**src/rtl/mem_access_ctrl.sv**
```systemverilog
// mem_access_ctrl: single-outstanding load/store initiator for the word-organised
// data memory. It checks alignment and range, inserts WAIT_CYCLES wait states,
// drives one ACCESS cycle and returns extended load data or an exception.
module mem_access_ctrl #(
  parameter int unsigned WAIT_CYCLES = 1,
  parameter int unsigned MEM_BYTES   = 12288
) (
  input  logic        clk,
  input  logic        reset,
  input  logic        req_valid,
  output logic        req_ready,
  input  logic [2:0]  req_type,
  input  logic [31:0] req_addr,
  input  logic [31:0] req_wdata,
  input  logic [31:0] req_pc,
  output logic        rsp_valid,
  input  logic        rsp_ready,
  output logic [31:0] rsp_rdata,
  output logic        rsp_exc,
  output logic [13:0] mem_A,
  output logic [31:0] mem_WD,
  output logic [3:0]  mem_byteen,
  output logic [31:0] mem_PC,
  input  logic [31:0] mem_RD
);

  localparam int unsigned CNT_W = 4;
  localparam logic        NO_WAIT = (WAIT_CYCLES == 0);
  localparam logic [CNT_W-1:0] CNT_INIT = NO_WAIT ? '0 : CNT_W'(WAIT_CYCLES - 1);

  localparam logic [2:0] T_LW  = 3'b000;
  localparam logic [2:0] T_LH  = 3'b001;
  localparam logic [2:0] T_LHU = 3'b010;
  localparam logic [2:0] T_LB  = 3'b011;
  localparam logic [2:0] T_LBU = 3'b100;
  localparam logic [2:0] T_SW  = 3'b101;
  localparam logic [2:0] T_SH  = 3'b110;
  localparam logic [2:0] T_SB  = 3'b111;

  typedef enum logic [1:0] {
    S_IDLE   = 2'd0,
    S_WAIT   = 2'd1,
    S_ACCESS = 2'd2,
    S_RESP   = 2'd3
  } state_t;

  state_t            r_state;
  logic [CNT_W-1:0]  r_wait_cnt;
  logic [2:0]        r_type;
  logic [13:0]       r_addr;
  logic [31:0]       r_wdata;
  logic [31:0]       r_pc;

  logic              w_misalign;
  logic              w_out_of_range;
  logic              w_exc;
  logic              w_is_load;
  logic [31:0]       w_load_data;

  // Alignment and range check on the incoming request.
  always_comb begin
    w_misalign = 1'b0;
    case (req_type)
      T_LW, T_SW:        w_misalign = (req_addr[1:0] != 2'b00);
      T_LH, T_LHU, T_SH: w_misalign = req_addr[0];
      default:           w_misalign = 1'b0;
    endcase
    w_out_of_range = (req_addr >= 32'(MEM_BYTES));
    w_exc          = w_misalign | w_out_of_range;
  end

  // Select and extend the addressed word/half/byte of the memory read word.
  always_comb begin
    logic [15:0] v_half;
    logic [7:0]  v_byte;
    v_half      = r_addr[1] ? mem_RD[31:16] : mem_RD[15:0];
    v_byte      = mem_RD[8*r_addr[1:0] +: 8];
    w_is_load   = 1'b1;
    w_load_data = '0;
    case (r_type)
      T_LW:    w_load_data = mem_RD;
      T_LH:    w_load_data = {{16{v_half[15]}}, v_half};
      T_LHU:   w_load_data = {16'h0000, v_half};
      T_LB:    w_load_data = {{24{v_byte[7]}}, v_byte};
      T_LBU:   w_load_data = {24'h000000, v_byte};
      default: begin
        w_is_load   = 1'b0;
        w_load_data = '0;
      end
    endcase
  end

  // Control FSM with request latches and registered response.
  always_ff @(posedge clk or posedge reset) begin
    if (reset) begin
      r_state    <= S_IDLE;
      r_wait_cnt <= '0;
      r_type     <= '0;
      r_addr     <= '0;
      r_wdata    <= '0;
      r_pc       <= '0;
      rsp_valid  <= 1'b0;
      rsp_rdata  <= '0;
      rsp_exc    <= 1'b0;
    end else begin
      case (r_state)
        S_IDLE: begin
          if (req_valid) begin
            r_type  <= req_type;
            r_addr  <= req_addr[13:0];
            r_wdata <= req_wdata;
            r_pc    <= req_pc;
            if (w_exc) begin
              r_state   <= S_RESP;
              rsp_valid <= 1'b1;
              rsp_exc   <= 1'b1;
              rsp_rdata <= '0;
            end else if (NO_WAIT) begin
              r_state <= S_ACCESS;
            end else begin
              r_state    <= S_WAIT;
              r_wait_cnt <= CNT_INIT;
            end
          end
        end
        S_WAIT: begin
          if (r_wait_cnt == '0) begin
            r_state <= S_ACCESS;
          end else begin
            r_wait_cnt <= r_wait_cnt - CNT_W'(1);
          end
        end
        S_ACCESS: begin
          r_state   <= S_RESP;
          rsp_valid <= 1'b1;
          rsp_exc   <= 1'b0;
          rsp_rdata <= w_is_load ? w_load_data : 32'h0;
        end
        S_RESP: begin
          if (rsp_ready) begin
            r_state   <= S_IDLE;
            rsp_valid <= 1'b0;
          end
        end
        default: r_state <= S_IDLE;
      endcase
    end
  end

  // Byte enables exist only in ACCESS; async reset clears the state and hence these.
  always_comb begin
    mem_byteen = 4'b0000;
    if (r_state == S_ACCESS) begin
      case (r_type)
        T_SW:    mem_byteen = 4'b1111;
        T_SH:    mem_byteen = r_addr[1] ? 4'b1100 : 4'b0011;
        T_SB:    mem_byteen = 4'b0001 << r_addr[1:0];
        default: mem_byteen = 4'b0000;
      endcase
    end
  end

  // Lane-replicated write data, driven from the latches in every state.
  always_comb begin
    mem_WD = r_wdata;
    case (r_type)
      T_SH:    mem_WD = {2{r_wdata[15:0]}};
      T_SB:    mem_WD = {4{r_wdata[7:0]}};
      default: mem_WD = r_wdata;
    endcase
  end

  assign req_ready = (r_state == S_IDLE);
  assign mem_A     = r_addr;
  assign mem_PC    = r_pc;

endmodule

```
**config.mk**
```make
export PLATFORM = sky130hd
export DESIGN_NAME = mem_access_ctrl
export DESIGN_NICKNAME = d
export VERILOG_FILES = /design/src/rtl/mem_access_ctrl.sv
export SDC_FILE = /design/constraint.sdc
export NUM_CORES = 1
export LEC_CHECK = 0
export CELL_PAD_IN_SITES_DETAIL_PLACEMENT = 1
export CELL_PAD_IN_SITES_GLOBAL_PLACEMENT = 1
export CORE_MARGIN = 10
export CORE_UTILIZATION = 35
export DETAILED_ROUTE_END_ITERATION = 10
export PLACE_DENSITY_LB_ADDON = 0.3
export SYNTH_ARGS = -nofsm -noshare
export SYNTH_HDL_FRONTEND = slang
export SYNTH_SLANG_ARGS = --single-unit
```
**constraint.sdc**
```tcl
create_clock -name clk -period 7.7 [get_ports clk]
set_clock_uncertainty 0.15 [all_clocks]
set_input_delay 1.54 -clock clk [delete_from_list [all_inputs] [get_ports clk]]
set_output_delay 1.54 -clock clk [all_outputs]
set_load 0.005 [all_outputs]
```
# [After elaboration in Yosys (flattened, before gate mapping)]
# Index checks and enable logic that the tools add are counted.
[totals] mem_bits_ro=0 ramBits=0 n_memories=0 register_bits=121 in_bits=135 latch_bits=0
[classes] eq_ne=20 n_mul=0 add_sub_neg=1 shift=2 n_lt_le_gt_ge=1 bitwise_logic=1 reduce_logical=16 div=0 muxes=26
[ops] op="32-bit one-hot mux with 5 select lines" count=1
[ops] op="32-bit one-hot mux with 2 select lines" count=2
[ops] op="32-bit two-way mux" count=3
[ops] op="32-bit by 14-bit >= comparator with 1-bit output, second input constant" count=1
[ops] op="32-bit by 6-bit indexed part select with 8-bit output" count=1
[ops] op="4-bit two-way mux" count=5
[ops] op="3-bit equality test, second input constant" count=6
[ops] op="16-bit two-way mux" count=1
[ops] op="4-bit one-hot mux with 3 select lines" count=1
[ops] op="2-bit != test, second input constant" count=5
[ops] op="3-bit by 2-bit equality test with 1-bit output, second input constant" count=3
[ops] op="2-bit two-way mux" count=4
[ops] op="2-bit one-hot mux with 4 select lines" count=1
[ops] op="4-bit one-hot mux with 2 select lines" count=1
[ops] op="4-bit AND reduction" count=2
[ops] op="3-bit by 1-bit equality test with 1-bit output, second input constant" count=2
[ops] op="3-bit logical NOT" count=2
[ops] op="3-bit AND reduction" count=2
[ops] op="2-bit nonzero test" count=3
[ops] op="5-bit OR reduction" count=1
[ops] op="2-bit equality test, second input constant" count=2
[ops] op="4-bit logical NOT" count=1
[ops] op="1-bit two-way mux" count=4
[ops] op="1-bit one-hot mux with 2 select lines" count=2
[ops] op="other kinds (11)" count=11

# [Longest topological paths before layout]
# Gate-level depths: netlist (run 1).
[logic_depth] word_depth=7 depth_mapped=8

# [Worst setup path before layout (run 1)]
# No wires, ideal clock.
[synth_path] kind="input -> register" start="in req_addr[28]" end="reg rsp_rdata[15]" path_stages=7 setup_slack_ns=4.170 t_arrival_ns=3.255 cell_sequence="or4_4 > a2111oi_4 > and3_1 > buf_6 > o21ai_4 > buf_6 > mux2_4"
[synth_via] elab_chain_len=4
[synth_lines] item="start, declared" line="13" text="input logic [31:0] req_addr,"
[synth_lines] item="32-bit by 14-bit >= comparator with 1-bit output" line="68" text="w_out_of_range = (req_addr >= 32'(MEM_BYTES));"
[synth_lines] item="1-bit bitwise OR" line="69" text="w_exc = w_misalign | w_out_of_range;"
[synth_lines] item="2-bit by 1-bit != test with 1-bit output (no source line)"
[synth_lines] item="3-bit AND reduction (no source line)"
[synth_lines] item="end signal, assigned" line="137" text="rsp_rdata <= w_is_load ? w_load_data : 32'h0;"
[synth_lines] item="end, declared" line="18" text="output logic [31:0] rsp_rdata,"
# Every way passes these cells.
# A chain may end at the register's enable or synchronous reset.

# [Final worst setup path (run 1)]
[layout_path] start="reg r_type[0]" end="out mem_WD[11]"
[layout_via] elab_chain_len=2
[layout_lines] item="start, declared" line="49" text="logic [2:0] r_type;"
[layout_lines] item="start signal, assigned" line="109" text="r_type <= req_type;"
[layout_lines] item="3-bit equality test" line="166" text="case (r_type)"
[layout_lines] item="32-bit one-hot mux with 2 select lines *" line="166"
[layout_lines] item="end, declared" line="21" text="output logic [31:0] mem_WD,"
# Mark *: on every way between the ends. The rest lies on a longest branch, timed or not.

==> flow_metrics.tcl, run 1 <==
set metrics [dict create \
    reg2reg_depth 5 \
    avgRoutedWirePerCell_microns 23.3 \
    area_delta_synth_final_pct 52.7 \
    crit_type "reg2out" \
    final_util 0.545 \
    vias 5213 \
    synth_common_cells "124 x mux2_2, 121 x dfrtp_1, 59 x nand2_1, 26 x clkbuf_1, 25 x a21oi_1" \
    drive_gt1_frac 0.224 \
    cp-start-kind "flop" \
    core_sq_mm 0.0172 \
    synth_top_cell_by_area "dfrtp_1" \
    worstMarginPinSlew_ps 1120 \
    clock_path_buffers 2 \
    vias_per_cell 5.24 \
    rsz0062_at_grt "no" \
    fin_crit_sh 0.627 \
    cp_num_buf_inv 1 \
    ys_seq_elements 121 \
    worstHoldPathCells 1 \
    setup_tns_ps 0 \
    clockRootBuffer "clkbuf_16" \
    syn_nets 665 \
    drtPass1Iterations 4 \
    final_hold_viol_count 0 \
    cts-htree-levels 4 \
    worst_path_largest_cell_delay_ps 1080 \
    path_clk_slew_ps 60 \
    crit_chain "nand3_1 > mux2_2 > clkdlybuf4s50_1" \
    fmax_ghz 0.207 \
    wl_microns 23200 \
    pwr_density_cell_mw_per_mm2 426 \
    cts_setup_buffers 0 \
    start_util 0.357 \
    required_ps 6010 \
    grt_pass1_vias 5920 \
    fin_area_sq_mm 0.00939 \
    synth_top_area_frac 0.492 \
    path_depth 3 \
    cap_violations 0 \
    cts_sinks 121 \
    overflow 0 \
    synthCells 524 \
    netlist_area_sq_mm 0.00615 \
    grt_pass1_wl_microns 35100 \
    synth_warnings 0 \
    cts_tree "yes" \
    drt-met1-wl_microns 8470 \
    drc 0 \
    n_fill_cell 1775 \
    dp.cells 961 \
    hold_path_class "reg2reg" \
    regArea_sq_mm 0.00303 \
    ys.flop_type "dfrtp_1" \
    cts_resized 0 \
    placed_area_sq_mm 0.00877 \
    power.leakage_nw 3.96 \
    grt_usage 0.194 \
    top_layer "met5" \
    final_cells 994 \
    status "completed" \
    arrival_ps 3140 \
    setup_violations 0 \
    met3WireLength_microns 2570 \
    grt_max_degree 86 \
    fin_crit_ps 4830 \
    synth_area_leaders "dfrtp_1 49%, mux2_2 23%, nand2_1 3.6%" \
    clock_latency_ps 420 \
    drt_iter0_markers 231 \
    dr_wl_met2_microns 11800 \
    numCtsBuffers 17 \
    gp_congestion 0.847 \
    die_w_microns 153 \
    async_flop_share 1.00 \
    synth_edf_count 0 \
    fp.dieH_microns 153 \
    slew_headroom 0.249 \
    ir_drop_uv 228 \
    dp_hpwl_microns 17300 \
    final_antenna_net_count 0 \
    rows 48 \
    port_buffers 251 \
    synthMostInstantiatedCell "mux2_2" \
    die-area_sq_mm 0.0233 \
    slew_viol_final 0 \
    syn_avg_cell_area_sq_um 11.7 \
    nNetsFinal 896 \
    synth_cell_types 50 \
    critPathSlowestCell "dfrtp_1" \
    multi_input_area_sq_mm 0.00286 \
    end_kind "output pin" \
    num_io_pins 252 \
    cpLargestDelayFamily "flip-flops" \
    antenna_found_initial 2 \
    crit_fanout 28 \
    ctsHoldBuffers 0 \
    holdWs_ps 350 \
    ys_seq_area_frac 0.492 \
]
==> metal layers <==
layer | vias up | global-route usage
li1 | 2349 | -
met4 | 2 | 0.0540
met5 | - | 0
met2 | 197 | 0.341
met1 | 2640 | 0.193
met3 | 25 | 0.106
==> state kept, by name (all words and copies together), names as in the netlist <==
| name | flops |
|---|---|
| r_state | 2 |
| mem_A | 14 |
| rsp_exc | 1 |
| rsp_valid | 1 |
| r_type | 3 |
| rsp_rdata | 32 |
| mem_PC | 32 |
| r_wdata | 32 |
| r_wait_cnt | 4 |
==> where the power goes <==
part / total [W] / internal [W] / switching [W]
sequential: 0.00122 / 0.000945 / 0.000275
combinational: 0.00194 / 0.00113 / 0.000807
clock: 0.000844 / 0.000550 / 0.000294
total: 0.00400 / 0.00263 / 0.00138
==> area by class of cell <==
cell class | instances | share of cell area
Antenna cell | 1 | 0.000266
Sequential cell | 121 | 0.322
Multi-Input combinational cell | 347 | 0.305
Clock inverter | 11 | 0.0183
Inverter | 13 | 0.00546
Timing Repair Buffer | 255 | 0.271
Clock buffer | 21 | 0.0480
Tap cell | 225 | 0.0300
==> worst paths after layout <==
kind,from,end,slack (ps)
max,r_type[0]$_DFFE_PP0P_,mem_WD[11],2870
min,mem_PC[27]$_DFFE_PP0P_,mem_PC[27]$_DFFE_PP0P_,350
max reg2reg,r_type[0]$_DFFE_PP0P_,rsp_rdata[10]$_DFFE_PP0P_,4660
min reg2reg,mem_PC[27]$_DFFE_PP0P_,mem_PC[27]$_DFFE_PP0P_,350
max in group asynchronous,reset,mem_A[2]$_DFFE_PP0P_,4570
min in group asynchronous,reset,mem_PC[12]$_DFFE_PP0P_,1450
==> metrics by stage <==
stage,power (W),setup slack (ps)
after floorplan,0.00216,2800
after global placement,0.00308,3330
after detailed placement,0.00317,3150
after CTS,0.00406,2810
after global routing,0.00427,2680
final,0.00400,2870
==> cells in the final DEF (no fill, tap or decap), types with 4 or more instances in the layout <==
cell / count
buf_4: 4
nand4_1: 6
a31oi_1: 15
dfrtp_1: 121
nor2_1: 8
nor4_1: 4
a21oi_1: 25
inv_1: 12
mux2_4: 5
a211oi_1: 8
nand2_1: 58
bufinv_16: 4
clkdlybuf4s50_1: 251
clkbuf_16: 17
o21ai_0: 15
ha_1: 6
mux2_2: 124
nand3_1: 4
mux2i_1: 19
==> cell families after synthesis <==
| group | after synthesis | share of synthesized area |
|---|---|---|
| AOI/OAI and AO/OA | 90 | 0.0995 |
| xor gates and xnor gates | 1 | 0.00142 |
| adders and majority gates | 6 | 0.0122 |
| buffers and inverters | 56 | 0.0439 |
| DFF | 121 | 0.492 |
| muxes | 149 | 0.274 |
| and+or+nand+nor | 101 | 0.0767 |
(Power assumes the default switching activity.)
==> run 2: changes to the inputs <==
--- a/config.mk
+++ b/config.mk
@@ -8,7 +8,7 @@
 export CELL_PAD_IN_SITES_DETAIL_PLACEMENT = 1
 export CELL_PAD_IN_SITES_GLOBAL_PLACEMENT = 1
 export CORE_MARGIN = 10
-export CORE_UTILIZATION = 35
+export CORE_UTILIZATION = 33
 export DETAILED_ROUTE_END_ITERATION = 10
 export PLACE_DENSITY_LB_ADDON = 0.3
 export SYNTH_ARGS = -nofsm -noshare
==> constraint.sdc (replaced) <==
create_clock -name clk -period 5.05 [get_ports clk]
set_clock_uncertainty 0.15 [all_clocks]
set_input_delay 1.01 -clock clk [delete_from_list [all_inputs] [get_ports clk]]
set_output_delay 1.01 -clock clk [all_outputs]
set_load 0.005 [all_outputs]
==> flow_metrics.tcl, run 2 (synthesis results as in run 1) <==
set metrics [dict create \
    cts-htree-levels 4 \
    placed_area_sq_mm 0.00880 \
    vias_per_cell 5.10 \
    nNetsFinal 900 \
    grt_max_degree 83 \
    hold_path_class "reg2reg" \
    worstMarginPinSlew_ps 1090 \
    clockRootBuffer "clkbuf_16" \
    switchingPower_w 0.00210 \
    port_buffers 251 \
    clock_path_buffers 2 \
    drt_iter0_markers 195 \
    insertedDiodeCount 0 \
    area_delta_synth_final_pct 52.1 \
    regArea_sq_mm 0.00303 \
    swShare 0.352 \
    path_clk_slew_ps 60 \
    grt_pass1_vias 5900 \
    r2r-start "r_state[0]$_DFFE_PP0P_" \
    fin_crit_sh 0.798 \
    critPathSlowestCell "nand2_1" \
    crit_fanout 24 \
    cpLargestDelayFamily "simple AND/OR/NAND/NOR gates" \
    grt_pass1_wl_microns 33900 \
    crit_chain "nand2_1 > o21ai_0 > clkdlybuf4s50_1" \
    slew_headroom 0.272 \
    die_w_microns 157 \
    required_ps 3890 \
    dp_hpwl_microns 16900 \
    vias 5101 \
    rsz0062_at_grt "no" \
    die-area_sq_mm 0.0245 \
    final_cells 1001 \
    arrival_ps 2870 \
    power_w 0.00595 \
    power.leakage_nw 3.94 \
    drtPass1Iterations 4 \
    start_util 0.339 \
    rrSetupSlack_ps 2360 \
    avgRoutedWirePerCell_microns 22.0 \
    rows 49 \
    worst_path_largest_cell_delay_ps 720 \
    dp.cells 969 \
    final_hold_viol_count 0 \
    drive_gt1_frac 0.228 \
    path_depth 3 \
    ctsHoldBuffers 0 \
    overflow 0 \
    cp_num_buf_inv 1 \
    gp_congestion 0.781 \
    final_util 0.515 \
    numCtsBuffers 17 \
    cts_resized 0 \
    most-common-layout-cells "251 x clkdlybuf4s50_1, 124 x mux2_2, 121 x dfrtp_1, 58 x nand2_1, 25 x a21oi_1" \
    fin_area_sq_mm 0.00935 \
    fp.dieH_microns 157 \
    final_antenna_net_count 0 \
    fmax_ghz 0.248 \
    ir_drop_uv 301 \
    p_comb_frac 0.506 \
    setup_violations 0 \
    cts_sinks 121 \
    setup_tns_ps 0 \
    cp-endpoint "mem_WD[26]" \
    cts_tree "yes" \
    crit_type "reg2out" \
    multi_input_area_sq_mm 0.00286 \
    timing.critical_path.from "r_type[2]$_DFFE_PP0P_" \
    clock_latency_ps 410 \
    final_common_cell "clkdlybuf4s50_1" \
    cts_setup_buffers 0 \
    clkPwrFrac 0.193 \
    p_int_w 0.00386 \
    reg2reg_depth 5 \
    pwr_density_cell_mw_per_mm2 636 \
    num_io_pins 252 \
    cap_violations 0 \
    cp-start-kind "flop" \
    status "completed" \
    slew_viol_final 0 \
    end_kind "output pin" \
    n_fill_cell 1916 \
    grt_usage 0.178 \
    fin_crit_ps 4030 \
    r2r_end "rsp_rdata[4]$_DFFE_PP0P_" \
    antenna_found_initial 0 \
    core_sq_mm 0.0181 \
    drc 0 \
    wl_microns 22000 \
    seqPwrFrac 0.301 \
]
[run 2: cell types whose count changed in the layout (fill, tap and decap cells not counted), sizes merged]
cell      previous run  this run
clkinvlp             2         3
diode                1         0
inv                 13        15
buf                  4         8
bufinv               4         1
clkinv               5         7
clkbuf              21        19
[run 2: per-stage QoR]
stage	hold WS, ps	setup WS, ps
after floorplan	324	676
after global placement	332	1240
after detailed placement	341	1130
after CTS	355	955
after global routing	368	798
final	353	1020
[run 2: how the worst min path moves through the flow]
stage,start,slack (ps),end,cells past startpoint
global placement,r_wdata[18]$_DFFE_PP0P_,330,r_wdata[18]$_DFFE_PP0P_,1
detailed placement,r_wdata[18]$_DFFE_PP0P_,340,r_wdata[18]$_DFFE_PP0P_,1
global route,r_wdata[22]$_DFFE_PP0P_,370,r_wdata[22]$_DFFE_PP0P_,1
finish,r_wdata[16]$_DFFE_PP0P_,350,r_wdata[16]$_DFFE_PP0P_,1
CTS,r_wdata[22]$_DFFE_PP0P_,350,r_wdata[22]$_DFFE_PP0P_,1
floorplan,r_wdata[16]$_DFFE_PP0P_,320,r_wdata[16]$_DFFE_PP0P_,1
[run 2: layer usage]
layer  share of wire  global-route usage  vias up
li1                -                   -     2355
met1            0.38               0.188     2531
met2            0.49               0.301      198
met3            0.12              0.0962       17
met4           0.011              0.0512        0
met5               0                   0        -
[run 2: worst reg2reg max path: stages, from the launching register on]
cell     delay [ps]
dfrtp_1         400
inv_1           120
ha_1            440
nand2_4         130
o21ai_4         880
mux2_2          440
[run 2: final cells by class]
cell class                 count  area share
clock buffer                  19      0.0463
clock inverter                13      0.0132
tap                          229      0.0306
sequential                   121       0.324
inverter                      13     0.00548
timing repair buffer         259       0.275
multi-input combinational    347       0.306
[run 2: power groups by stage]
stage	combinational, W	clock (W)	sequential [W]
2_1_floorplan	0.00159	0	0.00170
3_3_place_gp	0.00296	0	0.00177
3_5_place_dp	0.00304	0	0.00181
4_1_cts	0.00307	0.00118	0.00180
5_1_grt	0.00329	0.00122	0.00186
6_report	0.00301	0.00115	0.00179
==> run 3: changes to the inputs <==
--- a/config.mk
+++ b/config.mk
@@ -8,7 +8,7 @@
 export CELL_PAD_IN_SITES_DETAIL_PLACEMENT = 1
 export CELL_PAD_IN_SITES_GLOBAL_PLACEMENT = 1
 export CORE_MARGIN = 10
-export CORE_UTILIZATION = 33
+export CORE_UTILIZATION = 30
 export DETAILED_ROUTE_END_ITERATION = 10
 export PLACE_DENSITY_LB_ADDON = 0.3
 export SYNTH_ARGS = -nofsm -noshare
==> constraint.sdc (replaced) <==
create_clock -name clk -period 3.66 [get_ports clk]
set_clock_uncertainty 0.15 [all_clocks]
set_input_delay 0.732 -clock clk [delete_from_list [all_inputs] [get_ports clk]]
set_output_delay 0.732 -clock clk [all_outputs]
set_load 0.005 [all_outputs]
==> flow_metrics.tcl, run 3 (synthesis results as in run 1) <==
set metrics [dict create \
    core_sq_mm 0.0202 \
    required_ps 2780 \
    cts_resized 0 \
    fmax_ghz 0.311 \
    overflow 0 \
    holdWs_ps 355 \
    clock_path_buffers 2 \
    drtPass1Iterations 4 \
    drc 0 \
    grt_pass1_vias 5903 \
    n_fill_cell 2138 \
    path_depth 4 \
    vias_per_cell 4.94 \
    hold_path_class "reg2reg" \
    power.leakage_nw 3.99 \
    ctsHoldBuffers 0 \
    setup_tns_ps 0 \
    grt_pass1_wl_microns 33800 \
    clock_latency_ps 400 \
    wl_microns 22100 \
    die_w_microns 163 \
    fin_crit_ps 3220 \
    dp_hpwl_microns 17100 \
    cts_setup_buffers 0 \
    final_antenna_net_count 0 \
    worstHoldPathCells 1 \
    cts_sinks 121 \
    numCtsBuffers 17 \
    gp_congestion 0.789 \
    rows 52 \
    cts-htree-levels 4 \
    end_kind "output pin" \
    ir_drop_uv 354 \
    critPathSlowestCell "dfrtp_1" \
    crit_type "reg2out" \
    crit_fanout 24 \
    power_w 0.00831 \
    cp_num_buf_inv 2 \
    avgRoutedWirePerCell_microns 21.0 \
    area_delta_synth_final_pct 54.9 \
    status "completed" \
    cts_tree "yes" \
    worstMarginPinSlew_ps 854 \
    port_buffers 251 \
    cpLargestDelayFamily "buffers and inverters" \
    antenna_found_initial 0 \
    path_clk_slew_ps 60 \
    rsz0062_at_grt "no" \
    grt_max_degree 84 \
    arrival_ps 2340 \
    crit_chain "nand2_1 > buf_4 > o21ai_0 > clkdlybuf4s50_1" \
    final_hold_viol_count 0 \
    reg2reg_depth 7 \
    slew_headroom 0.430 \
    die-area_sq_mm 0.0266 \
    grt_usage 0.162 \
    most-common-layout-cells "251 x clkdlybuf4s50_1, 124 x mux2_2, 121 x dfrtp_1, 58 x nand2_1, 25 x a21oi_1" \
    slew_viol_final 0 \
    clockRootBuffer "clkbuf_16" \
    pwr_density_cell_mw_per_mm2 873 \
    fin_crit_sh 0.879 \
    cap_violations 0 \
    setup_violations 0 \
    final_common_cell "clkdlybuf4s50_1" \
    cp-start-kind "flop" \
    num_io_pins 252 \
    worst_path_largest_cell_delay_ps 710 \
    fp.dieH_microns 163 \
    fin_area_sq_mm 0.00952 \
    nNetsFinal 907 \
    drt_iter0_markers 191 \
    start_util 0.305 \
    drive_gt1_frac 0.233 \
    vias 5176 \
    insertedDiodeCount 0 \
    placed_area_sq_mm 0.00895 \
]
-- run 3: cell type report --
type | count | area, sq um | share of cell area
clock buffer | 21 | 450 | 0.0473
clock inverter | 10 | 120 | 0.0126
inverter | 13 | 52.6 | 0.00552
multi-input combinational | 347 | 2860 | 0.300
sequential | 121 | 3030 | 0.318
tap | 270 | 338 | 0.0355
timing repair buffer | 266 | 2680 | 0.281
-- run 3: per-layer routing --
layer	vias to the layer above	routed length [microns]	GRT usage
li1	2365	-	-
met5	-	0	0
met3	20	2460	0.0846
met2	200	11000	0.273
met1	2591	8310	0.174
met4	0	323	0.0455
-- run 3: where the power goes --
| group | switching, W | total, W | internal [W] |
|---|---|---|---|
| sequential | 0.000478 | 0.00247 | 0.00199 |
| clock | 0.000629 | 0.00165 | 0.00102 |
| combinational | 0.00175 | 0.00420 | 0.00245 |
-- run 3: path summary, 6_finish.rpt --
check	start	endpoint	slack (ps)
setup / recovery	r_type[2]$_DFFE_PP0P_	mem_WD[26]	440
min in group asynchronous	reset	rsp_rdata[25]$_DFFE_PP0P_	670
setup reg to reg	r_state[0]$_DFFE_PP0P_	rsp_rdata[9]$_DFFE_PP0P_	980
max in group asynchronous	reset	rsp_rdata[22]$_DFFE_PP0P_	1910
hold reg to reg	mem_PC[1]$_DFFE_PP0P_	mem_PC[1]$_DFFE_PP0P_	350
hold / removal	mem_PC[1]$_DFFE_PP0P_	mem_PC[1]$_DFFE_PP0P_	350
-- run 3: stage by stage --
stage	setup slack (ps)	std cells	util
floorplan	938	524	-
global placement	447	1017	0.444
detailed placement	442	1017	0.444
CTS	421	1048	0.472
global route	272	1048	0.472
finish	441	1048	0.472
